===== src/rtl/grant_vector_decoder.sv =====
// Turns queued encoded request indices into one-hot grants. Each grant is held
// until the consumer completes a four-phase req/ack handshake.
module grant_vector_decoder #(
   parameter int IDX_W = 3,
   parameter int DEPTH = 4,
   parameter int CNT_W = 8
) (
   input  logic                     clk,
   input  logic                     rst_n,
   input  logic [IDX_W-1:0]         in_idx,
   input  logic                     in_valid,
   output logic                     in_ready,
   output logic [(2**IDX_W)-1:0]    grant,
   output logic                     grant_valid,
   output logic [IDX_W-1:0]         grant_idx,
   input  logic                     ack,
   output logic [$clog2(DEPTH):0]   fifo_level,
   output logic [CNT_W-1:0]         grant_count
);

   localparam int GW    = 2**IDX_W;
   localparam int PTR_W = $clog2(DEPTH);
   localparam int LVL_W = PTR_W + 1;

   typedef enum logic [1:0] {
      IDLE,
      GRANT,
      WAIT_REL
   } state_t;

   state_t               state_reg;
   state_t               state_next;

   logic [IDX_W-1:0]     mem [DEPTH];
   logic [PTR_W-1:0]     wr_ptr_reg;
   logic [PTR_W-1:0]     rd_ptr_reg;
   logic [LVL_W-1:0]     level_reg;

   logic [GW-1:0]        grant_reg;
   logic                 grant_valid_reg;
   logic [IDX_W-1:0]     grant_idx_reg;
   logic [CNT_W-1:0]     count_reg;

   logic                 push;
   logic                 pop;
   logic                 load;
   logic                 release_grant;
   logic                 fifo_empty;
   logic [IDX_W-1:0]     head_idx;
   logic [GW-1:0]        head_onehot;

   // Readiness depends only on the registered level, so a pop on the same
   // edge never lets a full FIFO accept.
   assign in_ready   = (level_reg != LVL_W'(DEPTH));
   assign fifo_empty = (level_reg == '0);
   assign push       = in_valid && in_ready;
   assign head_idx   = mem[rd_ptr_reg];

   genvar gi;
   generate
      for (gi = 0; gi < GW; gi++) begin : g_dec
         assign head_onehot[gi] = (head_idx == IDX_W'(gi));
      end
   endgenerate

   always_ff @(posedge clk) begin
      if (push) begin
         mem[wr_ptr_reg] <= in_idx;
      end
   end

   always_ff @(posedge clk or negedge rst_n) begin
      if (!rst_n) begin
         wr_ptr_reg <= '0;
         rd_ptr_reg <= '0;
         level_reg  <= '0;
      end else begin
         if (push) begin
            wr_ptr_reg <= wr_ptr_reg + PTR_W'(1);
         end
         if (pop) begin
            rd_ptr_reg <= rd_ptr_reg + PTR_W'(1);
         end
         case ({push, pop})
            2'b10:   level_reg <= level_reg + LVL_W'(1);
            2'b01:   level_reg <= level_reg - LVL_W'(1);
            default: level_reg <= level_reg;
         endcase
      end
   end

   always_ff @(posedge clk or negedge rst_n) begin
      if (!rst_n) begin
         state_reg <= IDLE;
      end else begin
         state_reg <= state_next;
      end
   end

   // Pop decisions use the registered level, so an entry pushed into an empty
   // FIFO is only popped on the following edge.
   always_comb begin
      state_next    = state_reg;
      pop           = 1'b0;
      load          = 1'b0;
      release_grant = 1'b0;
      case (state_reg)
         IDLE: begin
            if (!fifo_empty) begin
               pop        = 1'b1;
               load       = 1'b1;
               state_next = GRANT;
            end
         end
         GRANT: begin
            if (ack) begin
               release_grant = 1'b1;
               state_next    = WAIT_REL;
            end
         end
         WAIT_REL: begin
            if (!ack) begin
               if (!fifo_empty) begin
                  pop        = 1'b1;
                  load       = 1'b1;
                  state_next = GRANT;
               end else begin
                  state_next = IDLE;
               end
            end
         end
         default: state_next = IDLE;
      endcase
   end

   always_ff @(posedge clk or negedge rst_n) begin
      if (!rst_n) begin
         grant_reg       <= '0;
         grant_valid_reg <= 1'b0;
         grant_idx_reg   <= '0;
         count_reg       <= '0;
      end else begin
         if (load) begin
            grant_reg       <= head_onehot;
            grant_valid_reg <= 1'b1;
            grant_idx_reg   <= head_idx;
         end else if (release_grant) begin
            grant_reg       <= '0;
            grant_valid_reg <= 1'b0;
            count_reg       <= count_reg + CNT_W'(1);
         end
      end
   end

   assign grant       = grant_reg;
   assign grant_valid = grant_valid_reg;
   assign grant_idx   = grant_idx_reg;
   assign fifo_level  = level_reg;
   assign grant_count = count_reg;

endmodule


===== config.mk =====
export PLATFORM = sky130hd
export DESIGN_NAME = grant_vector_decoder
export DESIGN_NICKNAME = d
export VERILOG_FILES = /design/src/rtl/grant_vector_decoder.sv
export SDC_FILE = /design/constraint.sdc
export NUM_CORES = 1
export LEC_CHECK = 0
export BUFFER_PORTS_ARGS = -buffer_cell sky130_fd_sc_hd__buf_2
export CAP_MARGIN = 5
export CORE_MARGIN = 2
export CORE_UTILIZATION = 49
export CTS_BUF_LIST = sky130_fd_sc_hd__clkbuf_8 sky130_fd_sc_hd__clkbuf_16
export DETAILED_ROUTE_END_ITERATION = 12
export HOLD_SLACK_MARGIN = 0.15
export PLACE_DENSITY = 0.74
export SLEW_MARGIN = 30
export SYNTH_ARGS = -nofsm -noshare
export SYNTH_HDL_FRONTEND = slang
export SYNTH_SLANG_ARGS = --single-unit

===== constraint.sdc =====
create_clock -name clk -period 2.05 [get_ports clk]
set_input_delay 0.41 -clock clk [delete_from_list [all_inputs] [get_ports clk]]
set_output_delay 0.41 -clock clk [all_outputs]
set_load 0.05 [all_outputs]

; ---- Yosys cells after proc, flatten, opt, wreduce, memory -nomap -nowiden
; Memories as Yosys holds them, arrays and structs flattened.
; Cells that the tools add are included.
[classes]
n_bitwise = 1
muxes = 17
n_reduce_logical = 8
eq_ne = 15
addsub = 5
[op_table]
columns = cell, count
row1 = $mux W8, 2
row2 = $eq A3 B3 Y1 const B, 4
row3 = $mux W1, 9
row4 = $add A8 B1 Y8 const B, 1
row5 = $eq A3 B2 Y1 const B, 2
row6 = $logic_not A3 Y1, 2
row7 = $mux W2, 3
row8 = $ne A2 B2 Y1 const B, 3
row9 = $pmux W2 S3, 1
row10 = $pmux W3 S2, 1
row11 = $add A2 B1 Y2 const B, 2
row12 = $eq A2 B1 Y1 const B, 2
row13 = $eq A2 B2 Y1 const B, 2
row14 = $reduce_bool A2 Y1, 2
row15 = $add A3 B1 Y3 const B, 1
row16 = $eq A3 B1 Y1 const B, 1
row17 = $ne A3 B3 Y1 const B, 1
row18 = $reduce_and A3 Y1, 1
row19 = $sub A3 B1 Y3 const B, 1
row20 = $logic_not A2 Y1, 1
row21 = $pmux W1 S2, 1
row22 = $reduce_and A2 Y1, 1
row23 = $logic_and A1 B1 Y1, 1
row24 = $not A1 Y1, 1
[word_totals]
out_inout_bits = 24
word_cells = 55
mem_count = 1
mem_bits_rw = 12
ff_bits = 29
inputBits = 7
[memory_table]
columns = name, depth, word_bits, rd, rd_clocked_by_memory_dff, write_ports, line
row1 = mem, 4, 3, 1, 0, 1, 34  ; logic [IDX_W-1:0] mem [DEPTH];

; ---- Longest topological paths before layout
; Gate-level depths: netlist of the first run.
[depth]
word_depth = 6
depth_mapped = 8
depth_no_buf = 8

; ---- Worst setup path before layout of the first run
; OpenSTA, ideal clock, no wires.
[synth_timing]
path_type = register to register
startpoint = register level_reg[2] (netlist: fifo_level[2])
endpoint = register level_reg[1] (netlist: fifo_level[1])
t_arrival_ns = 2.507
setup_time_ns = 0.125
synth_period_minus_slack_ns = 2.632
setup_slack_ns = -0.582
path_stages_with_launch = 7
path_buffers = 0
t_required_ns = 1.925
path_cell_list = dfrtp_1 or3b_1 and2_1 inv_1 ha_1 fa_1 mux2_2
[synth_between]
word_cells_on_any_way = 10
classes_between = eq/ne (3) / mux (4) / reduce/logical (3)
[synth_rtl]
columns = item, line
row1 = start: declaration, 37  ; logic [LVL_W-1:0] level_reg;
row2 = start signal: assignment, 85  ; 2'b10: level_reg <= level_reg + LVL_W'(1);
row3 = start signal: assignment, 86  ; 2'b01: level_reg <= level_reg - LVL_W'(1);
row4 = start signal: assignment, 87  ; default: level_reg <= level_reg;
row5 = $ne A3 B3 Y1 (*), 54  ; assign in_ready = (level_reg != LVL_W'(DEPTH));
row6 = via in_ready, 12  ; output logic in_ready,
row7 = $logic_and A1 B1 Y1 (*), 56  ; assign push = in_valid && in_ready;
row8 = $eq A2 B1 Y1 or $eq A2 B2 Y1 (tied branches), 84  ; case ({push, pop})
row9 = $pmux W3 S2 or $reduce_bool A2 Y1 (tied branches), -
; The timed path passes the listed nets; every way through them passes the cells marked *.
; A chain may end at the register's enable or synchronous reset.

; ---- Worst setup path in the final report of the first run
[layout_timing]
startpoint = register level_reg[2] (netlist: fifo_level[2])
endpoint = register level_reg[1] (netlist: fifo_level[1])
[layout_between]
elab_chain_cells = 6
word_cells_on_any_way = 10
classes_between = eq/ne (3) / mux (4) / reduce/logical (3)
[layout_lines]
columns = item, line
row1 = $logic_not A3 Y1, 55  ; assign fifo_empty = (level_reg == '0);
row2 = $mux W1, "109, 123"
row3 = $mux W1, 122  ; if (!ack) begin
row4 = $pmux W1 S2, 107  ; case (state_reg)
row5 = $eq A2 B1 Y1 or $eq A2 B2 Y1 (tied branches), 84
row6 = $pmux W3 S2 or $reduce_bool A2 Y1 (tied branches), -
; Several ways; a longest one is shown, not always the timed one.

==> results of run 1 <==
==> layout make-up <==
type                       count  share of cell area
multi-input combinational     84               0.322
timing repair buffer          40               0.104
inverter                       4             0.00694
tap                           46              0.0266
sequential                    41               0.503
clock buffer                   5              0.0318
clock inverter                 3             0.00520
==> how the worst max path moves through the flow <==
stage	startpoint	endpoint	slack, ns	cells past startpoint
final	fifo_level[2]	fifo_level[1]	0.07	7
after global routing	fifo_level[2]	fifo_level[2]	-0.01	8
after CTS	fifo_level[2]	fifo_level[2]	0.02	8
after detailed placement	fifo_level[2]	fifo_level[2]	0.007	8
after global placement	fifo_level[2]	fifo_level[2]	0.06	8
after floorplan	fifo_level[0]	fifo_level[1]	-0.15	6
==> timing repair <==
action | 4_1_cts | 5_1_grt
hold buffers | 0 | 0
endpoints found under the setup margin | 1 | 2
pin swaps | 0 | 3
gates resized for setup | 1 | 4
==> cells by family (layout without fill, tap and decap cells) <==
family	Yosys count	in the layout	synth area share
mux	5	5	0.0507
flops	41	41	0.611
fa+ha+maj	7	7	0.0535
buf+inv	7	52	0.0197
compound gates	16	16	0.0690
simple gates	43	43	0.132
xor+xnor	13	13	0.0640
==> metal layers <==
layer / GRT usage / vias to the layer above / wire [microns]
met5: 0 / - / 0
met4: 0.0559 / 0 / 34
met3: 0.0581 / 5 / 133
met2: 0.311 / 25 / 1670
met1: 0.218 / 558 / 1440
li1: - / 563 / -
==> metrics by stage <==
stage	instance area (sq um)	utilization	TNS [ns]	power [uW]
5_1_grt	2160	0.634	-0.0107	4030
4_1_cts	2150	0.630	0	3750
3_5_place_dp	2070	0.606	0	3270
6_report	2160	0.634	0	3750
3_3_place_gp	2070	0.606	0	3190
2_1_floorplan	1810	-	-0.298	2770
==> cells in the mapped netlist (all sizes together), types with 2 or more instances <==
cell type,count
nand4,2
inv,4
nand2,14
o22ai,2
o21ai,2
nand2b,3
a32o,5
ha,6
and3,6
mux2,2
a21o,3
dfrtp,29
nor3,4
buf,2
edfxtp,12
nand3,2
xnor2,9
mux4,3
xor2,4
nor2,4
==> power by group through the flow <==
stage / Clock [uW] / Sequential, uW / Combinational, uW
after CTS: 489 / 1340 / 1930
final: 470 / 1340 / 1940
after detailed placement: 0 / 1350 / 1920
after global routing: 539 / 1370 / 2120
after floorplan: 0 / 1820 / 950
after global placement: 0 / 1330 / 1870
==> worst max-delay path, cell delays in order, from the launching register on <==
cell and delay (ns):
dfrtp_2 0.36, buf_4 0.12, or3b_4 0.37, and2_4 0.15
inv_2 0.06, ha_4 0.13, fa_2 0.41, mux2_4 0.27
==> metrics, run 1 <==
Final Cycle Share=0.966; Min-Delay Path Class=in -> async; global-route wire length before repair=5530 microns; unrepaired setup endpoints after global routing=true; ANT nets after route=0; IO Pins=31; status=completed; Comb pwr share=0.517; clk_lat worst skew=0.28 ns; post-CTS setup buffer count=0; final worst slack=0.0694 ns; Placed Cells=215; TritonCTS clock tree=yes; ANT cells=0; num rows=21; peak fanout along the critical path=4; initial antenna violation count=0; HPWL after DPL=2490 microns; Critical R2R Launch=fifo_level[2]; Layout area overhead=21.7%; core area=3420 sq um; CP Launch Type=flip-flop; vias in the first global route=1,164; Critical Path Sink Type=flip-flop; CP arrival=2.15 ns; final wirelength=3280 microns; maximum vdd drop=1220 uV; NetSw=1660 uW; commonest cells after routing, fill and taps aside=buf_2, dfrtp_1, nand2_1, edfxtp_1, buf_4; DIE WIDTH=64.2 microns; vias per std cell=5.16; Fin Hold WS=0.154 ns; flops & latches, synth=41; remaining global-route overflow=0; drt first-iter violations=54; synth warn=0; H-tree depth=2; # setup viols final=0; die area=4130 sq um; max reg flops=12; Power Dens Cells=1730 nW/um^2; Mean Syn Cell Area=13.5 sq um; switching share of power=0.443; fmax=505 MHz; TritonRoute pass-1 iters=4; filler cell count in the final layout=274; DP Worst Slack=0.00682 ns; Synth top area share=0.408; sequential share of power=0.357; worst path required time=2.22 ns; synth top area cells=dfrtp_1, edfxtp_1, xnor2_1; WL/cell=14.7 microns; R2R Path End=fifo_level[1]; post-synth top area cell=dfrtp_1; Layout Cells excl Fill=223; sequential cell area=1090 sq um; Int Pwr=2090 uW; Starting Density=0.521; pin count of the biggest net entering global routing=30; Distinct cells, synth=38; Vias=1,151; cells on worst reg2reg path=7; clock buffer depth=2; Post-Syn Instances=132; Fin Clk Skew=0.00595 ns; area of the multi-input gates=697 sq um; register area share after synthesis=0.611; async set or reset register ratio after synthesis=0.707; clock transition at the registers of the reported paths=0.07 ns; die height=64.2 microns; reg-to-reg slack, setup=0.07 ns; Crit Path Class=reg -> reg; Tightest Pin Transition=0.655 ns; syn_nets=146; Final Wtd Congestion=0.748; I/O Buffers=30; Min Clock Period, post-route=1.98 ns; CTS root buf=clkbuf_8; share of layout cells above drive strength 1=0.362; gr usage total=0.182; Post-synth EDFFs=12; nets@finish=190; cell area after synthesis=1780 sq um; Final Hold Vio Count=0; clock power share=0.125; Worst slew margin=0.563; CTS Sinks=41; Leak=0.00102 uW; # DRC=0; most common cell after layout, fill and taps aside=buf_2; CTS Buf Count=5; Post-synth top flop=dfrtp_1; max cap viols=0; Max Slew Vio Count=0
Power figures use the tool's default switching activity.
==> run 2, diff against run 1 <==
- CTS_CLUSTER_SIZE: unset -> 16
- PLACE_DENSITY: 0.74 -> 0.72
==> run 2 against run 1 <==
Effect of this change: final area is 0.12% higher; largest power group unchanged; global-route usage rose by 0.70 points; wire length is 3.1% higher; non-clock buffer count stayed put; register-to-register slack lost 0.02 ns; highest routed layer unchanged; critical path type unchanged; die area did not move; clock power rose by 2%; combinational power increased by 3%; maximum frequency decreased by 1.2%; sequential share of layout area fell by 0.058 points; flip-flop and latch count is the same; setup slack worse by 0.023 ns.
==> metrics, run 2 (synthesis gave the netlist of run 1 again) <==
status=completed (unchanged); post-route cell area=2170 sq um (was 2160 sq um); max cap viols=0 (unchanged); pin count of the biggest net entering global routing=30 (unchanged); maximum vdd drop=1440 uV (was 1220 uV); placed cell area=2070 sq um (unchanged); TritonRoute pass-1 iters=4 (unchanged); Worst slew margin=0.571 (was 0.563); Final Power=3800 uW (was 3750 uW); IO Pins=31 (unchanged); die height=64.2 microns (unchanged); clock buffer depth=2 (unchanged); core area=3420 sq um (unchanged); Starting Density=0.521 (unchanged); gr usage total=0.189 (was 0.182); commonest cells after routing, fill and taps aside=buf_2, dfrtp_1, nand2_1, edfxtp_1, buf_4 (unchanged); global-route wire length before repair=5820 microns (was 5530 microns); ANT cells=0 (unchanged); HPWL after DPL=2490 microns (about the same); die area=4130 sq um (unchanged); most common cell after layout, fill and taps aside=buf_2 (unchanged); filler cell count in the final layout=280 (was 274); Leak=0.00102 uW (about the same); final wirelength=3390 microns (was 3280 microns); max reg flops=12 (unchanged); share of layout cells above drive strength 1=0.362 (unchanged); Layout area overhead=21.9% (was 21.7%); CTS root buf=clkbuf_8 (unchanged); # setup viols final=0 (unchanged); initial antenna violation count=0 (unchanged); ANT nets after route=0 (unchanged); clk_lat worst skew=0.29 ns (was 0.28 ns); I/O Buffers=30 (unchanged); Vias=1,178 (was 1,151); CP arrival=2.18 ns (was 2.15 ns); Critical R2R Launch=fifo_level[2] (unchanged); TritonCTS clock tree=yes (unchanged); Placed Cells=215 (unchanged); Final Hold Vio Count=0 (unchanged); Crit Path Class=reg -> reg (unchanged); crit path from=fifo_level[2] (unchanged); drt first-iter violations=47 (was 54); Final Cycle Share=0.978 (was 0.966); CP Launch Type=flip-flop (unchanged); clock transition at the registers of the reported paths=0.08 ns (was 0.07 ns); Max Slew Vio Count=0 (unchanged); Min-Delay Path Class=in -> async (unchanged); fmax=499 MHz (was 505 MHz); Fin Clk Skew=0.00764 ns (was 0.00595 ns); post-CTS setup buffer count=0 (unchanged); CTS Sinks=41 (unchanged); WL/cell=15.2 microns (was 14.7 microns); CTS Buf Count=5 (unchanged); Setup TNS Final=0 ns (unchanged); worst path required time=2.22 ns (about the same); remaining global-route overflow=0 (unchanged); H-tree depth=2 (unchanged); num rows=21 (unchanged); Fin Hold WS=0.143 ns (was 0.154 ns); Tightest Pin Transition=0.644 ns (was 0.655 ns); # DRC=0 (unchanged); DIE WIDTH=64.2 microns (unchanged); vias in the first global route=1,217 (was 1,164); Final Wtd Congestion=0.723 (was 0.748); Power Dens Cells=1750 nW/um^2 (was 1730 nW/um^2); Min Clock Period, post-route=2.00 ns (was 1.98 ns); peak fanout along the critical path=4 (unchanged); vias per std cell=5.28 (was 5.16); Layout Cells excl Fill=223 (unchanged); Critical Path Sink Type=flip-flop (unchanged); nets@finish=190 (unchanged)
## run 2: cell counts in the layout (fill, tap and decap cells not counted)
No cell type changed its count.
## run 2: metrics by stage
stage	setup WS (ns)	util
after global routing	-0.00468	0.634
after global placement	0.0559	0.606
final	0.0460	0.634
after CTS	0.00596	0.630
after detailed placement	-0.0108	0.606
after floorplan	-0.153	-
## run 2: cell type report
cell class              count  area [sq um]  area share
repair buffers             40           229       0.106
flip-flops and latches     41          1090       0.503
clock inverters             3          11.3     0.00520
clock buffers               5          68.8      0.0318
multi-input cells          84           696       0.321
inverters                   4          15.0     0.00693
well taps                  46          57.6      0.0266
## run 2: worst max-delay path, stage by stage, from the launching register on
cell	delay (ns)
dfrtp_2	0.38
buf_6	0.11
or3b_4	0.37
and2_4	0.15
inv_2	0.06
ha_4	0.13
fa_2	0.43
mux2_4	0.27
## run 2: repair_timing
| action | in CTS | in global routing |
|---|---|---|
| hold buffers | 0 | 0 |
| endpoints found under the setup margin | 1 | 1 |
| pin swaps | 0 | 4 |
| gates resized for setup | 2 | 3 |
## run 2: worst paths after layout
check / end / slack (ns) / cells past startpoint
worst min-delay path: grant[5] / 0.14 / 1
worst min register to register: grant_count[7] / 0.46 / 1
max in group asynchronous: fifo_level[0] / 1.45 / 1
min in group clk: mem[3][1] / 0.35 / 1
worst max-delay path: fifo_level[1] / 0.05 / 7
worst max register to register: fifo_level[1] / 0.05 / 7
## run 2: power by group
part	internal (uW)	leakage (uW)	switching [uW]	total (uW)
sequential	1120	0.000474	215	1330
clock	227	0.0000519	254	481
combinational	766	0.000497	1220	1990
total	2110	0.00102	1690	3800
## run 2: metal layers
metal,vias to the layer above,wire [microns],GRT usage
met5,-,0,0
met1,585,1470,0.243
met2,30,1730,0.302
met4,0,18,0.0559
li1,561,-,-
met3,2,171,0.0669
==> run 3, diff against run 2 <==
--- a/config.mk
+++ b/config.mk
@@ -7,5 +7,5 @@
 export LEC_CHECK = 0
 export BUFFER_PORTS_ARGS = -buffer_cell sky130_fd_sc_hd__buf_2
-export CAP_MARGIN = 5
+export CAP_MARGIN = 20
 export CORE_MARGIN = 2
 export CORE_UTILIZATION = 49
==> constraint.sdc (replaced) <==
create_clock -name clk -period 2.05 [get_ports clk]
set_input_delay 0.3075 -clock clk [delete_from_list [all_inputs] [get_ports clk]]
set_output_delay 0.3075 -clock clk [all_outputs]
set_load 0.05 [all_outputs]
==> run 3 against run 2 <==
Effect of this change: clock power increased by 8.3%; global-route usage decreased by 0.61 points; non-clock buffer count unchanged; hold slack improved by 0.095 ns; die area unchanged; sequential share of layout area decreased by 0.46 points; highest routed layer unchanged.
==> metrics, run 3 (synthesis gave the netlist of run 1 again) <==
Power Dens Cells=1760 nW/um^2 (was 1750 nW/um^2); commonest cells after routing, fill and taps aside=buf_2, dfrtp_1, nand2_1, edfxtp_1 (was buf_2, dfrtp_1, nand2_1, edfxtp_1, buf_4); Tightest Pin Transition=0.646 ns (was 0.644 ns); pin count of the biggest net entering global routing=30 (unchanged); num rows=21 (unchanged); core area=3420 sq um (unchanged); CP cell instances=buf_6 -> or3b_4 -> and2_4 -> inv_2 -> ha_4 -> fa_2 -> mux2_4 (unchanged); Critical Path Sink Type=flip-flop (unchanged); reg-to-reg slack, setup=0.05 ns (about the same); initial antenna violation count=0 (unchanged); CTS Sinks=41 (unchanged); Setup TNS Final=0 ns (unchanged); clk_lat worst skew=0.29 ns (about the same); status=completed (unchanged); die area=4130 sq um (unchanged); IO Pins=31 (unchanged); clock transition at the registers of the reported paths=0.07 ns (was 0.08 ns); die height=64.2 microns (unchanged); cells on worst reg2reg path=7 (unchanged); CP Launch Type=flip-flop (unchanged); Starting Density=0.521 (unchanged); DP Worst Slack=-0.0515 ns (was -0.0108 ns); clock buffer depth=2 (unchanged); Fin Clk Skew=0.00293 ns (was 0.00764 ns); Final Hold Vio Count=0 (unchanged); share of layout cells above drive strength 1=0.367 (was 0.362); CTS Buf Count=5 (unchanged); global-route wire length before repair=5690 microns (was 5820 microns); Fin Hold WS=0.238 ns (was 0.143 ns); # DRC=0 (unchanged); # setup viols final=0 (unchanged); Max Slew Vio Count=0 (unchanged); Final Cycle Share=0.977 (was 0.978); remaining global-route overflow=0 (unchanged); WL/cell=14.8 microns (was 15.2 microns); CP arrival=2.18 ns (about the same); Int Pwr=2150 uW (was 2110 uW); TritonRoute pass-1 iters=4 (unchanged); worst path required time=2.23 ns (was 2.22 ns); Crit Path Class=reg -> reg (unchanged); Placed Cells=214 (was 215); post-CTS setup buffer count=0 (unchanged); Min-Delay Path Class=in -> reg (was in -> async); Crit path depth=7 (unchanged); Final Util=0.640 (was 0.634); Critical R2R Launch=fifo_level[2] (unchanged); ANT cells=0 (unchanged); nets@finish=190 (unchanged); vias in the first global route=1,208 (was 1,217); crit path from=fifo_level[2] (unchanged); TritonCTS clock tree=yes (unchanged); Comb pwr share=0.517 (was 0.523); peak fanout along the critical path=4 (unchanged); CP Capture Point=fifo_level[1] (unchanged); slowest cell on the critical path=fa_2 (unchanged); Layout area overhead=23.0% (was 21.9%); Min Clock Period, post-route=2.00 ns (about the same); CTS root buf=clkbuf_8 (unchanged); final wirelength=3310 microns (was 3390 microns); max reg flops=12 (unchanged); DIE WIDTH=64.2 microns (unchanged); drt first-iter violations=69 (was 47); HPWL after DPL=2500 microns (was 2490 microns); switching share of power=0.440 (was 0.445); Layout Cells excl Fill=223 (unchanged); most common cell after layout, fill and taps aside=buf_2 (unchanged); NetSw=1690 uW (about the same); Buf+Inv Stages, Crit Path=2 (unchanged); clock power share=0.136 (was 0.126); Crit path max-delay family=adder cells (unchanged); fmax=499 MHz (about the same); Worst slew margin=0.569 (was 0.571); final worst slack=0.0465 ns (was 0.0460 ns); I/O Buffers=30 (unchanged); R2R Path End=fifo_level[1] (unchanged); maximum vdd drop=1440 uV (about the same); Leak=0.00103 uW (was 0.00102 uW); H-tree depth=2 (unchanged); vias per std cell=5.35 (was 5.28); Vias=1,194 (was 1,178); gr usage total=0.183 (was 0.189); max cap viols=0 (unchanged); ANT nets after route=0 (unchanged); Final Wtd Congestion=0.720 (was 0.723); Max stage delay on crit path=0.42 ns (was 0.43 ns); sequential share of power=0.348 (was 0.351)
run 3: final cells by class:
class | instances | area [sq um]
Fill cell | 276 | 1230
Sequential cell | 41 | 1090
Multi-Input combinational cell | 84 | 703
Timing Repair Buffer | 40 | 231
Clock buffer | 6 | 82.6
Tap cell | 46 | 57.6
Inverter | 4 | 15.0
Clock inverter | 2 | 7.51
run 3: worst reg2reg max path, stage by stage, from the launching register on:
cell and delay (ns):
dfrtp_2 0.38, buf_6 0.11, or3b_4 0.37, and2_4 0.16
inv_2 0.06, ha_4 0.13, fa_2 0.42, mux2_4 0.27
run 3: power groups by stage:
stage	clock (uW)	combinational, uW	sequential, uW
floorplan	0	950	1820
global placement	0	1870	1330
detailed placement	0	1930	1350
CTS	535	1960	1340
global route	576	2160	1370
finish	521	1990	1340
run 3: how the worst min path moves through the flow:
| stage | slack (ns) | startpoint | cells after the start | to |
|---|---|---|---|---|
| 2_1_floorplan | 0.01 | rst_n | 0 | fifo_level[0] |
| 3_3_place_gp | 0.35 | rst_n | 1 | grant_count[4] |
| 3_5_place_dp | 0.36 | rst_n | 1 | grant_count[7] |
| 4_1_cts | 0.23 | in_idx[0] | 1 | mem[2][0] |
| 5_1_grt | 0.23 | in_idx[0] | 1 | mem[1][0] |
| 6_report | 0.24 | in_idx[0] | 1 | mem[2][0] |
run 3: per-stage QoR:
stage | cell area (sq um) | power [uW]
final | 2190 | 3840
after CTS | 2170 | 3830
after global routing | 2190 | 4100
after floorplan | 1810 | 2770
after detailed placement | 2060 | 3280
after global placement | 2060 | 3200
run 3: metal layers:
metal / vias to the layer above / global-route usage / wire, microns
li1: 562 / - / -
met1: 598 / 0.223 / 1440
met2: 28 / 0.309 / 1680
met3: 6 / 0.0475 / 138
met4: 0 / 0.0718 / 51
met5: - / 0 / 0
run 3: timing repair:
| action | 4_1_cts | 5_1_grt |
|---|---|---|
| setup endpoints to repair | 1 | 2 |
| pin swaps | 1 | 3 |
| resized for setup | 3 | 4 |
| hold buffers | 1 | 0 |
| endpoints found under the hold margin | 29 | 0 |
